`config.mk`:
```
export PLATFORM = sky130hd
export DESIGN_NAME = bird_sprite_sequencer
export DESIGN_NICKNAME = d
export VERILOG_FILES = /design/src/rtl/bird_sprite_sequencer.sv
export SDC_FILE = /design/constraint.sdc
export NUM_CORES = 1
export LEC_CHECK = 0
export BUFFER_PORTS_ARGS = -buffer_cell sky130_fd_sc_hd__buf_2
export CAP_MARGIN = 10
export CELL_PAD_IN_SITES_DETAIL_PLACEMENT = 1
export CELL_PAD_IN_SITES_GLOBAL_PLACEMENT = 2
export CORE_AREA = 5 5 106 108
export DETAILED_ROUTE_END_ITERATION = 16
export DIE_AREA = 0 0 111 113
export GPL_TIMING_DRIVEN = 1
export HOLD_SLACK_MARGIN = 0.15
export PLACE_DENSITY = 0.73
export SYNTH_ARGS = -nofsm -noshare
export SYNTH_HDL_FRONTEND = slang
export SYNTH_SLANG_ARGS = --single-unit
```
`constraint.sdc`:
```
create_clock -name CLOCK_50 -period 4.94 [get_ports CLOCK_50]
set_input_delay 0.988 -clock CLOCK_50 [delete_from_list [all_inputs] [get_ports CLOCK_50]]
set_output_delay 0.988 -clock CLOCK_50 [all_outputs]
set_load 0.005 [all_outputs]
```
`src/rtl/bird_sprite_sequencer.sv`:
```
// Draws, waits, erases and advances a 13-pixel bird sprite on the 160x120 framebuffer,
// one pixel per clock, until the bird is hit or leaves the right edge.
module bird_sprite_sequencer #(
   parameter int unsigned FRAME_CYCLES = 833334,
   parameter int unsigned MOVE_FRAMES  = 4,
   parameter int unsigned STEP         = 2,
   parameter int unsigned X_START      = 5,
   parameter int unsigned X_MAX        = 159,
   parameter logic [2:0]  BIRD_COLOUR  = 3'b111,
   parameter logic [2:0]  BG_COLOUR    = 3'b000
) (
   input  logic       CLOCK_50,
   input  logic       reset,
   input  logic       start,
   input  logic [6:0] start_y,
   input  logic       hit,
   output logic [7:0] x_out,
   output logic [6:0] y_out,
   output logic [2:0] colour,
   output logic       plot,
   output logic       busy,
   output logic [7:0] bird_x,
   output logic       killed,
   output logic       escaped
);
   localparam int unsigned TW = (FRAME_CYCLES > 1) ? $clog2(FRAME_CYCLES) : 1;
   localparam int unsigned FW = $clog2(MOVE_FRAMES + 1);
   localparam logic [3:0] LAST_IDX = 4'd12;

   typedef enum logic [2:0] {StIdle, StDraw, StWait, StErase, StUpdate} state_e;

   state_e        r_state, w_state_d;
   logic [3:0]    r_idx, w_idx_d;
   logic [7:0]    r_ax, w_ax_d;
   logic [6:0]    r_ay, w_ay_d;
   logic [TW-1:0] r_timer, w_timer_d;
   logic [FW-1:0] r_fcount, w_fcount_d;
   logic          r_hit_pending, w_hit_pending_d;

   logic       w_tick;
   logic [8:0] w_nx;
   logic [6:0] w_y_clamped;
   logic [2:0] w_dx;
   logic       w_dy_inc, w_dy_dec;

   assign w_tick      = (r_timer == TW'(FRAME_CYCLES - 1));
   assign w_nx        = {1'b0, r_ax} + 9'(STEP);
   assign w_y_clamped = (start_y < 7'd1) ? 7'd1 : ((start_y > 7'd118) ? 7'd118 : start_y);

   // Sprite shape: w_dx is a leftward offset, y offset is -1/0/+1.
   always_comb begin
      w_dx     = 3'd0;
      w_dy_inc = 1'b0;
      w_dy_dec = 1'b0;
      case (r_idx)
         4'd1:    w_dy_inc = 1'b1;
         4'd2:    w_dx = 3'd1;
         4'd3:    w_dx = 3'd2;
         4'd4:    w_dx = 3'd3;
         4'd5:    w_dx = 3'd4;
         4'd6:    w_dx = 3'd5;
         4'd7:    begin w_dx = 3'd3; w_dy_inc = 1'b1; end
         4'd8:    begin w_dx = 3'd3; w_dy_dec = 1'b1; end
         4'd9:    begin w_dx = 3'd4; w_dy_inc = 1'b1; end
         4'd10:   begin w_dx = 3'd4; w_dy_dec = 1'b1; end
         4'd11:   begin w_dx = 3'd5; w_dy_inc = 1'b1; end
         4'd12:   begin w_dx = 3'd5; w_dy_dec = 1'b1; end
         default: w_dx = 3'd0;
      endcase
   end

   always_comb begin
      plot   = 1'b0;
      x_out  = 8'd0;
      y_out  = 7'd0;
      colour = BG_COLOUR;
      if (r_state == StDraw || r_state == StErase) begin
         plot  = 1'b1;
         x_out = r_ax - {5'd0, w_dx};
         if (w_dy_inc) begin
            y_out = r_ay + 7'd1;
         end else if (w_dy_dec) begin
            y_out = r_ay - 7'd1;
         end else begin
            y_out = r_ay;
         end
      end
      if (r_state == StDraw) begin
         colour = BIRD_COLOUR;
      end
   end

   assign busy    = (r_state != StIdle);
   assign bird_x  = busy ? r_ax : 8'd0;
   assign killed  = (r_state == StUpdate) && r_hit_pending;
   assign escaped = (r_state == StUpdate) && !r_hit_pending && (w_nx > 9'(X_MAX));

   always_comb begin
      w_state_d       = r_state;
      w_idx_d         = r_idx;
      w_ax_d          = r_ax;
      w_ay_d          = r_ay;
      w_fcount_d      = r_fcount;
      w_timer_d       = w_tick ? '0 : r_timer + TW'(1);
      w_hit_pending_d = r_hit_pending | hit;
      unique case (r_state)
         StIdle: begin
            w_timer_d       = '0;
            w_hit_pending_d = 1'b0;
            if (start) begin
               w_state_d  = StDraw;
               w_idx_d    = 4'd0;
               w_ax_d     = 8'(X_START);
               w_ay_d     = w_y_clamped;
               w_fcount_d = '0;
            end
         end
         StDraw, StErase: begin
            if (r_idx == LAST_IDX) begin
               w_idx_d   = 4'd0;
               w_state_d = (r_state == StDraw) ? StWait : StUpdate;
            end else begin
               w_idx_d = r_idx + 4'd1;
            end
         end
         StWait: begin
            // Only ticks seen while waiting count towards the next move.
            if (w_tick) begin
               if (r_fcount == FW'(MOVE_FRAMES - 1) || r_hit_pending) begin
                  w_fcount_d = '0;
                  w_state_d  = StErase;
               end else begin
                  w_fcount_d = r_fcount + FW'(1);
               end
            end
         end
         StUpdate: begin
            if (r_hit_pending || (w_nx > 9'(X_MAX))) begin
               w_state_d       = StIdle;
               w_hit_pending_d = 1'b0;
            end else begin
               w_ax_d    = w_nx[7:0];
               w_state_d = StDraw;
            end
         end
         default: w_state_d = StIdle;
      endcase
   end

   always_ff @(posedge CLOCK_50) begin
      if (reset) begin
         r_state       <= StIdle;
         r_idx         <= 4'd0;
         r_ax          <= 8'd0;
         r_ay          <= 7'd0;
         r_timer       <= '0;
         r_fcount      <= '0;
         r_hit_pending <= 1'b0;
      end else begin
         r_state       <= w_state_d;
         r_idx         <= w_idx_d;
         r_ax          <= w_ax_d;
         r_ay          <= w_ay_d;
         r_timer       <= w_timer_d;
         r_fcount      <= w_fcount_d;
         r_hit_pending <= w_hit_pending_d;
      end
   end

endmodule

```
Yosys cells after proc, flatten, opt, wreduce, memory -nomap -nowiden
Index checks and enable logic that the tools add are counted.
{"block": "word_totals", "ff_bits": 46, "in_bits": 11, "wordCells": 96}
{"block": "classes", "n_addsub": 7, "order_cmp": 3, "n_eq_ne": 23, "n_mux": 31, "bitwise": 1, "n_reduce_logical": 24}
{"op": "7-bit 2-to-1 mux", "n": 5}
{"op": "8-bit 2-to-1 mux", "n": 4}
{"op": "3-bit 2-to-1 mux", "n": 9}
{"op": "20-bit by 1-bit adder with 20-bit output (second input constant)", "n": 1}
{"op": "20-bit equality test (second input constant)", "n": 1}
{"op": "4-bit equality test (second input constant)", "n": 5}
{"op": "4-bit by 3-bit equality test with 1-bit output (second input constant)", "n": 4}
{"op": "8-bit case mux with 2 select lines", "n": 1}
{"op": "3-bit case mux with 5 select lines", "n": 1}
{"op": "3-bit OR reduction", "n": 5}
{"op": "3-bit case mux with 4 select lines", "n": 1}
{"op": "2-bit != test (second input constant)", "n": 5}
{"op": "8-bit by 2-bit adder with 9-bit output (second input constant)", "n": 1}
{"op": "3-bit by 2-bit equality test with 1-bit output (second input constant)", "n": 3}
{"op": "9-bit by 8-bit greater-than comparator with 1-bit output (second input constant)", "n": 1}
{"op": "4-bit by 2-bit equality test with 1-bit output (second input constant)", "n": 2}
{"op": "4-bit 2-to-1 mux", "n": 2}
{"op": "4-bit case mux with 2 select lines", "n": 1}
{"op": "8-bit by 3-bit subtractor with 8-bit output", "n": 1}
{"op": "7-bit by 1-bit adder with 7-bit output (second input constant)", "n": 1}
{"op": "7-bit greater-than comparator (second input constant)", "n": 1}
{"op": "7-bit by 1-bit less-than comparator with 1-bit output (second input constant)", "n": 1}
{"op": "7-bit by 1-bit subtractor with 7-bit output (second input constant)", "n": 1}
{"op": "3-bit case mux with 2 select lines", "n": 1}
{"op": "other kinds (19)", "n": 31}

Logic depth before layout (Yosys ltp)
Gate-level depths: netlist of run 1.
{"block": "logic_depth", "ltp_word": 6, "ltp_mapped": 12, "ltp_nobuf": 12}

Worst setup path after synthesis of run 1
Ideal clock, no wire load.
{"block": "synth_path", "kind": "reg-to-output", "startpoint": "reg r_idx[0]", "endpoint": "out x_out[7]", "arrival_ns": 2.493, "path_slack_ns": 1.459, "stages_incl_launch_ff": 13, "n_path_buf": 0, "path_cell_list": "dfxtp_1 > inv_1 > ha_1 > a21oi_1 > nor2_1 > a31oi_1 > ha_1 > nor2b_1 > o21ai_0 > nand2_1 > or4_1 > xor2_1 > nor2_1"}
{"block": "synth_between", "elab_chain_cells": 5}
{"item": "start: declaration", "line": "33", "rtl": "logic [3:0] r_idx, w_idx_d;"}
{"item": "start signal: assignment", "line": "161", "rtl": "r_idx <= w_idx_d;"}
{"item": "4-bit equality test or 4-bit by 3-bit equality test with 1-bit output (tied branches)", "line": "55", "rtl": "case (r_idx)"}
{"item": "3-bit OR reduction (no source line)"}
{"item": "3-bit case mux with 5 select lines (*)", "line": "55"}
{"item": "8-bit by 3-bit subtractor with 8-bit output (*)", "line": "79", "rtl": "x_out = r_ax - {5'd0, w_dx};"}
{"item": "8-bit 2-to-1 mux (*)", "line": "77", "rtl": "if (r_state == StDraw || r_state == StErase) begin"}
{"item": "end: declaration", "line": "17", "rtl": "output logic [7:0] x_out,"}
Mark *: on every way between the ends. The rest lies on a longest branch, timed or not.

Worst setup path in the final report of run 1
Ends and elaborated chain as after synthesis.

==> results.toml, run 1 <==
[run_status]
run_status = "complete, no violations"

[synthesis]
synthAdderAreaFrac_pct = 7.40
synth_top_family_by_area = "simple AND/OR/NAND/NOR gates"
synth_cell_types = 60
synthesis.area_mm2 = 0.00297
synth_edf_count = 0
ys_seq_elements = 46
synth_xor_area_share_pct = 8.83
syn_nets = 413
ys_seq_area_share_pct = 31.0
synthMuxAreaShare_pct = 0.337
yosys_warnings = 0
synthSimpleGateAreaFrac_pct = 30.8
synth_cells = 385
synth_compound_area_share_pct = 16.3
postSynth.asyncResetShare_pct = 0
synthFlopType = "dfxtp_1"
avgSynthCellArea_um2 = 7.72

[cells_and_area]
nets = 439
fillers = 1259
final_area_mm2 = 0.00335
stdcell_count = 548
syn_to_final_growth_pct = 12.8
antennaDiodeCount = 0
drive_gt1_share_pct = 14.6

[clocking]
clk_pin_slew_ps = 90
cts_tree = "yes"
htreeDepth = 2
post_cts_resize_count = 0
post_cts_buffers = 0
insertion_delay_ps = 300
cts_root_buffer = "clkbuf_8"
cts.sinks = 46
cts_made_buffers = 5
cts_hold_buffers = 0
clock_path_buffers = 2

[grt]
grt_overflow = 0
antenna_found_initial = 0
track_usage_pct = 12.2
grt_pass1_vias = 2681
grt_pass1_wl_um = 13000
grt_max_degree = 29

[routing]
num_vias = 2712
drt_wl_total_um = 7570
drtIter0Drc = 63
dr.pass1.iters = 4
wirelength_met1_um = 3610
drc = 0
vias_per_cell = 4.95
dr_wl_met2_um = 3690
wl_met3_um = 213
routed.top_layer = "met4"
wl_per_cell_um = 13.8
postRouteAntennaNets = 0

[floorplan]
die_area_mm2 = 0.0125
ios = 41
initial_utilization_pct = 29.3
row_count = 37
die_w_um = 111
core_area_mm2 = 0.0101
die_y_um = 113

[run]
cap_violations = 0

[power_and_ir_drop]
pwr_density_cell_mw_per_mm2 = 239
ir_drop_uv = 105
power_leakage_nw = 1.28

[setup_path]
path_class = "flip-flop to primary output"
slowest_delay_ps = 450
worst_path_max_delay_cell = "dfxtp_1"
path_max_fanout = 7
r2r_cells = 8
start_kind = "flip-flop"
crit_chain = "inv_1 -> ha_1 -> a21oi_1 -> nor2_1 -> a31oi_1 -> ha_1 -> nor2b_1 -> o21ai_0 -> nand2_1 -> or4_1 -> xor2_1 -> nor2_1 -> buf_2"
end_kind = "primary output"
worstPathArrival_ps = 3200
critPathRequiredTime_ps = 3950

[timing]
tns_ps = 0
rsz0062_at_grt = "no"
finalHoldViolCount = 0
maxSlewViolCount = 0
skew_ps = 10.3
tightestPinTransition_ps = 873
fmax_mhz = 239
fin_crit_sh_pct = 84.9
fin_crit_ps = 4190
slew_headroom_pct = 41.8
fin_hold_ws_ps = 457
setup_viol = 0

[place]
place_area_mm2 = 0.00324
placedCellCount = 540
port_buffers = 40
dp_hpwl_um = 5720
gp_congestion = 0.772

[worst_hold_path]
hold_path.class = "flip-flop to flip-flop"
hold_depth = 2
==> worst max-delay path, delay by kind of cell, from the launching register on <==
family	cells	cell delay, ps
and+or+nand+nor	5	810
buffers and inverters	2	230
xor gates and xnor gates	1	150
adders and majority gates	2	580
AOI/OAI and AO/OA	3	670
DFF	1	450
==> Yosys cell counts, types with 6 or more instances <==
master    instances  area share [%]
a21oi_1          23             3.9
and2_1            9             1.9
and3_1            6             1.3
clkbuf_1         13             1.6
dfxtp_1          46              31
ha_1             16             6.7
inv_1            15             1.9
nand2_1          44             5.6
nand3_1          15             2.5
nand4_1           8             1.7
nor2_1           62             7.8
nor3_1           11             1.9
o21ai_0           9             1.5
or3_1             7             1.5
xnor2_1          14             4.1
xor2_1           16             4.7
==> layout make-up <==
cell class / count / area (um^2) / share of cell area (%)
flip-flops and latches: 46 / 921 / 27.5
inverters: 15 / 56.3 / 1.68
clock buffers: 5 / 68.8 / 2.05
well taps: 136 / 170 / 5.07
multi-input cells: 303 / 1890 / 56.4
clock inverters: 3 / 45.0 / 1.34
repair buffers: 40 / 200 / 5.97
==> path summary, 6_finish.rpt <==
check                      startpoint                       end  slack [ps]
max             r_idx[0]$_SDFFE_PP0P_                  x_out[7]         750
min          r_fcount[2]$_SDFFE_PP0P_  r_fcount[2]$_SDFFE_PP0P_         460
max reg2reg      r_ax[1]$_SDFFE_PP0P_      r_ax[2]$_SDFFE_PP0P_        2530
min reg2reg  r_fcount[2]$_SDFFE_PP0P_  r_fcount[2]$_SDFFE_PP0P_         460
==> report_power, final <==
group	switching, W	internal (W)
Combinational	0.0000733	0.0000453
Sequential	0.0000155	0.000380
Clock	0.000138	0.000151
Total	0.000227	0.000576
==> flip-flops by register name, indices dropped and copies added (netlist names) <==
name,cells
r_timer,20
r_ax,8
r_ay,7
r_idx,4
r_fcount,3
r_state,3
r_hit_pending,1
==> layout by cell type (no fill, tap or decap), drive strengths merged, types with 2 or more instances in the layout <==
cell type and n:
nand2 45, clkbuf 5, a221oi 2, o21ai 11
nor4b 2, nor2 62, and2 10, nor2b 3
buf 40, xor2 16, a41oi 3, xnor2 14
nor3 12, ha 16, nand4 8, a21oi 23
inv 15, o2bb2ai 3, or4 3, a211oi 2
o31ai 2, a2bb2oi 2, o221ai 2, nand2b 3
clkinvlp 2, a31oi 3, o22ai 2, o21a 4
or3 8, or2 3, nand3b 3, nand3 15
and3 6, nor4 2, dfxtp 46
==> routing by layer <==
| metal | up-vias | global-route usage (%) |
|---|---|---|
| li1 | 1386 | - |
| met1 | 1296 | 15.5 |
| met2 | 26 | 21.4 |
| met3 | 4 | 2.14 |
| met4 | 0 | 2.96 |
| met5 | - | 0 |
==> kinds of logic after synthesis <==
kind of cell	count (synthesis)
AOI/OAI and AO/OA	67
xor gates and xnor gates	30
adders and majority gates	17
buffers and inverters	36
DFF	46
muxes	1
and+or+nand+nor	188
==> per-stage QoR <==
stage | setup slack (ps) | total power (W) | utilization, %
detailed placement | 1060 | 0.000526 | 32.0
floorplan | 1460 | 0.000486 | -
finish | 748 | 0.000803 | 33.1
CTS | 705 | 0.000821 | 33.1
global route | 386 | 0.000851 | 33.1
global placement | 1190 | 0.000522 | 32.0
Power figures use the tool's default switching activity.
==> run 2: changes to the inputs <==
==> constraint.sdc (replaced) <==
create_clock -name CLOCK_50 -period 4.15 [get_ports CLOCK_50]
set_input_delay 0.83 -clock CLOCK_50 [delete_from_list [all_inputs] [get_ports CLOCK_50]]
set_output_delay 0.83 -clock CLOCK_50 [all_outputs]
set_load 0.005 [all_outputs]
==> run 2 against run 1 <==
  * Count of clock-buffer cells in the layout grew 1
  * Flip-flop and latch count is the same
  * First-iteration DRC count grew 13%
  * Clock skew shrank 1.9 ps
==> results.toml, run 2 (same netlist as run 1, synthesis figures left out) <==
[run_status]
run_status = "complete, no violations"

[routing]
num_vias = 2692
drt_wl_total_um = 7650
dr.pass1.iters = 4
routed.top_layer = "met4"
drtIter0Drc = 71
wl_met3_um = 221
vias_per_cell = 4.90
postRouteAntennaNets = 0
drc = 0
wirelength_met1_um = 3580
dr_wl_met2_um = 3760
wl_per_cell_um = 13.9

[timing]
fmax_mhz = 258
rsz0062_at_grt = "no"
fin_crit_sh_pct = 93.2
skew_ps = 8.33
setup_viol = 0
fin_crit_ps = 3870
tightestPinTransition_ps = 845
tns_ps = 0
maxSlewViolCount = 0
slew_headroom_pct = 43.6
finalHoldViolCount = 0

[power_and_ir_drop]
pwr_density_cell_mw_per_mm2 = 284
power.total_w = 0.000956
ir_drop_uv = 120
power_leakage_nw = 1.29

[cells_and_area]
largest_register_ffs = 20
regMostFlops = "r_timer"
drive_gt1_share_pct = 15.3
largestRegisters = "r_timer x20, r_ax x8, r_ay x7"
layout_commonest_cell = "nor2_1"
nets = 440
antennaDiodeCount = 0
syn_to_final_growth_pct = 13.2
fillers = 1233
fin_util_pct = 33.2
mostFrequentLayoutCells = "nor2_1 (62), nand2_1 (44), dfxtp_1 (44), buf_2 (40), a21oi_1 (23)"
stdcell_count = 549

[grt]
grt_pass1_wl_um = 13000
grt_overflow = 0
track_usage_pct = 12.3
antenna_found_initial = 0
grt_max_degree = 29
grt_pass1_vias = 2658

[place]
placedCellCount = 541
port_buffers = 40
gp_congestion = 0.772
dp_hpwl_um = 5710

[floorplan]
die_y_um = 113
ios = 41
die_w_um = 111
die_area_mm2 = 0.0125
initial_utilization_pct = 29.3
core_area_mm2 = 0.0101
row_count = 37

[clocking]
insertion_delay_ps = 300
clk_pin_slew_ps = 90
cts_root_buffer = "clkbuf_8"
cts_tree = "yes"
cts.sinks = 46
clock_path_buffers = 2
post_cts_buffers = 0
htreeDepth = 2
cts_made_buffers = 5

[setup_path]
critPathRequiredTime_ps = 3320
slowest_delay_ps = 430
worstPathArrival_ps = 3040
path_class = "flip-flop to primary output"
worst_path_max_delay_cell = "or4_1"
end_kind = "primary output"
critical_path.top_delay_family = "simple AND/OR/NAND/NOR gates"
start_kind = "flip-flop"
path_max_fanout = 7
crit_chain = "inv_1 -> ha_1 -> a21oi_1 -> nor2_1 -> a31oi_2 -> ha_1 -> nor2b_1 -> o21ai_0 -> nand2_1 -> or4_1 -> xor2_1 -> nor2_1 -> buf_2"
crit_buf_inv = 2

[run]
cap_violations = 0

[worst_hold_path]
hold_path.class = "flip-flop to flip-flop"
## run 2: per-stage QoR
step	setup WS [ps]	area, um^2	hold WS [ps]
detailed placement	464	3250	455
global placement	583	3250	442
global route	6.93	3370	480
CTS	115	3360	469
finish	281	3370	463
floorplan	827	2970	432
## run 2: cell type report
class	count	area, um^2	share of cell area, %
Clock buffer	6	72.6	2.16
Clock inverter	2	37.5	1.11
Inverter	15	56.3	1.67
Multi-Input combinational cell	303	1900	56.4
Sequential cell	46	923	27.4
Tap cell	136	170	5.05
Timing Repair Buffer	41	208	6.17
## run 2: repair_timing
action | CTS | global route
hold buffers | 0 | 0
setup endpoints to repair | 0 | 1
resized for setup | 0 | 3
## run 2: worst paths after layout
check                           startpoint                  endpoint  slack (ps)  cells after the start
setup / recovery     r_idx[0]$_SDFFE_PP0P_                  x_out[7]         280                     13
hold / removal    r_fcount[2]$_SDFFE_PP0P_  r_fcount[2]$_SDFFE_PP0P_         460                      2
setup reg to reg      r_ax[1]$_SDFFE_PP0P_      r_ax[2]$_SDFFE_PP0P_        1750                      8
hold reg to reg   r_fcount[2]$_SDFFE_PP0P_  r_fcount[2]$_SDFFE_PP0P_         460                      2
## run 2: per-layer routing
metal,vias up,GRT usage [%]
met2,27,21.3
met4,0,3.20
met3,6,2.25
met5,-,0
li1,1378,-
met1,1281,15.8
## run 2: power breakdown
group | switching, W | total (W) | internal, W
logic | 0.0000880 | 0.000143 | 0.0000554
registers | 0.0000190 | 0.000472 | 0.000453
clock network | 0.000161 | 0.000341 | 0.000180
## run 2: tightest hold or removal path: stages (launching register included)
cell and delay (ps):
dfxtp_1 320, nand2_1 50, a21oi_1 50
==> run 3: changes to the inputs <==
--- a/config.mk
+++ b/config.mk
@@ -15,6 +15,7 @@
 export GPL_TIMING_DRIVEN = 1
 export HOLD_SLACK_MARGIN = 0.15
 export PLACE_DENSITY = 0.73
+export RECOVER_POWER = 25
 export SYNTH_ARGS = -nofsm -noshare
 export SYNTH_HDL_FRONTEND = slang
 export SYNTH_SLANG_ARGS = --single-unit
==> constraint.sdc (replaced) <==
create_clock -name CLOCK_50 -period 4.89 [get_ports CLOCK_50]
set_input_delay 0.978 -clock CLOCK_50 [delete_from_list [all_inputs] [get_ports CLOCK_50]]
set_output_delay 0.978 -clock CLOCK_50 [all_outputs]
set_load 0.005 [all_outputs]
==> run 3 against run 2 <==
  * Design area shrank 0.59%
  * Routed wire length fell by 1.5%
  * Cell count fell by 0.36%
  * First-iteration DRC count down 21%
  * Non-clock buffer count decreased by 1
  * Total power down 15%
  * Critical path depth unchanged
  * Global-route usage decreased by 0.18 points
  * Sequential share of layout area up 0.089 points
  * Largest power group unchanged
  * Highest routed layer unchanged
==> results.toml, run 3 (same netlist as run 1, synthesis figures left out) <==
[power_and_ir_drop]
p_clk_share_pct = 36.1
ir_drop_uv = 122
power_leakage_nw = 1.28
pwr_density_cell_mw_per_mm2 = 243
p_switching_w = 0.000219
p_sw_share_pct = 27.0
p_comb_share_pct = 14.8
p_int_w = 0.000593
power_frac_seq_pct = 49.1

[timing]
finalHoldViolCount = 0
fin_crit_ps = 4190
maxSlewViolCount = 0
setup_viol = 0
slew_headroom_pct = 8.13
finalWorstSetupSlack_ps = 700
fin_crit_sh_pct = 85.7
tns_ps = 0
fmax_mhz = 239
rsz0062_at_grt = "no"
tightestPinTransition_ps = 1380
skew_ps = 8.19

[grt]
grt_pass1_vias = 2689
track_usage_pct = 12.1
grt_pass1_wl_um = 12800
grt_overflow = 0
antenna_found_initial = 0
grt_max_degree = 29

[place]
port_buffers = 40
gp_congestion = 0.772
dp_hpwl_um = 5650
post-place-ws_ps = 1000

[floorplan]
ios = 41
initial_utilization_pct = 29.3
core_area_mm2 = 0.0101
row_count = 37
die_y_um = 113
die_area_mm2 = 0.0125
die_w_um = 111

[setup_path]
r2r_end = "r_fcount[0]$_SDFFE_PP0P_"
crit_buf_inv = 2
critical_path.top_delay_family = "simple AND/OR/NAND/NOR gates"
start_kind = "flip-flop"
r2r_cells = 5
critPathRequiredTime_ps = 3910
end_kind = "primary output"
r2r_slack_ps = 2440
worst_path_max_delay_cell = "dfxtp_1"
path_class = "flip-flop to primary output"
r2r_start = "r_state[2]$_SDFFE_PP0P_"
worstPathArrival_ps = 3210
slowest_delay_ps = 440
path_depth = 13
path_max_fanout = 7
crit_chain = "inv_1 -> ha_1 -> a21oi_1 -> nor2_1 -> a31oi_1 -> ha_1 -> nor2b_1 -> o21ai_0 -> nand2_1 -> or4_1 -> xor2_1 -> nor2_1 -> buf_2"

[clocking]
cts_made_buffers = 5
clock_path_buffers = 2
insertion_delay_ps = 300
clk_pin_slew_ps = 80
cts_tree = "yes"
post_cts_resize_count = 0
cts_root_buffer = "clkbuf_8"
htreeDepth = 2
cts_hold_buffers = 0
cts.sinks = 46
post_cts_buffers = 0

[routing]
dr.pass1.iters = 4
drc = 0
drt_wl_total_um = 7540
num_vias = 2686
wl_per_cell_um = 13.8
postRouteAntennaNets = 0
drtIter0Drc = 56
vias_per_cell = 4.91

[worst_hold_path]
hold_end = "r_fcount[2]$_SDFFE_PP0P_"
min_from = "r_fcount[2]$_SDFFE_PP0P_"
hold_path.class = "flip-flop to flip-flop"
hold_depth = 2

[cells_and_area]
syn_to_final_growth_pct = 12.5
regMostFlops = "r_timer"
fin_util_pct = 33.0
nets = 439
antennaDiodeCount = 0
drive_gt1_share_pct = 13.9
largest_register_ffs = 20
mostFrequentLayoutCells = "nor2_1 (62), dfxtp_1 (46), nand2_1 (44), buf_2 (39), a21oi_1 (23)"
layout_commonest_cell = "nor2_1"
largestRegisters = "r_timer x20, r_ax x8, r_ay x7"

[run]
cap_violations = 0

[run_status]
run_status = "complete, no violations"
==> run 3: worst reg2reg max path, cell delays in order (launching register included) <==
cell	delay, ps
dfxtp_1	410
nor3_1	590
nand2_1	560
o21a_1	310
or3_1	370
a21oi_1	130
==> run 3: final cells by class <==
| class | count | area (um^2) |
|---|---|---|
| repair buffers | 40 | 199 |
| fillers | 1264 | 6790 |
| clock inverters | 1 | 30.0 |
| well taps | 136 | 170 |
| clock buffers | 6 | 82.6 |
| inverters | 15 | 56.3 |
| multi-input cells | 303 | 1890 |
| flip-flops and latches | 46 | 921 |
==> run 3: stage by stage <==
step | area (um^2) | hold slack (ps) | instances | power, W
floorplan | 2970 | 432 | 385 | 0.000491
global placement | 3240 | 443 | 540 | 0.000528
detailed placement | 3240 | 453 | 540 | 0.000531
CTS | 3350 | 465 | 547 | 0.000830
global route | 3350 | 489 | 547 | 0.000860
finish | 3350 | 458 | 547 | 0.000812
==> run 3: worst max path at each step <==
stage                               start        to  slack [ps]
CTS                 r_idx[0]$_SDFFE_PP0P_  x_out[7]         660
global placement    r_idx[0]$_SDFFE_PP0P_  x_out[7]        1150
finish              r_idx[0]$_SDFFE_PP0P_  x_out[7]         700
global route        r_idx[0]$_SDFFE_PP0P_  x_out[7]         360
detailed placement  r_idx[0]$_SDFFE_PP0P_  x_out[7]        1000
floorplan           r_idx[0]$_SDFFE_PP0P_  x_out[7]        1420
==> run 3: per-layer routing <==
layer | track usage [%] | up-vias | wire length (um)
li1 | - | 1378 | -
met1 | 14.9 | 1272 | 3520
met2 | 21.3 | 31 | 3700
met3 | 2.62 | 5 | 225
met4 | 3.61 | 0 | 85
met5 | 0 | - | 0
==> run 3: power by group through the flow <==
stage | registers, W | clock network [W] | logic, W
floorplan | 0.000402 | 0 | 0.0000888
global placement | 0.000408 | 0 | 0.000120
detailed placement | 0.000408 | 0 | 0.000123
CTS | 0.000400 | 0.000307 | 0.000123
global route | 0.000402 | 0.000321 | 0.000138
finish | 0.000399 | 0.000293 | 0.000120
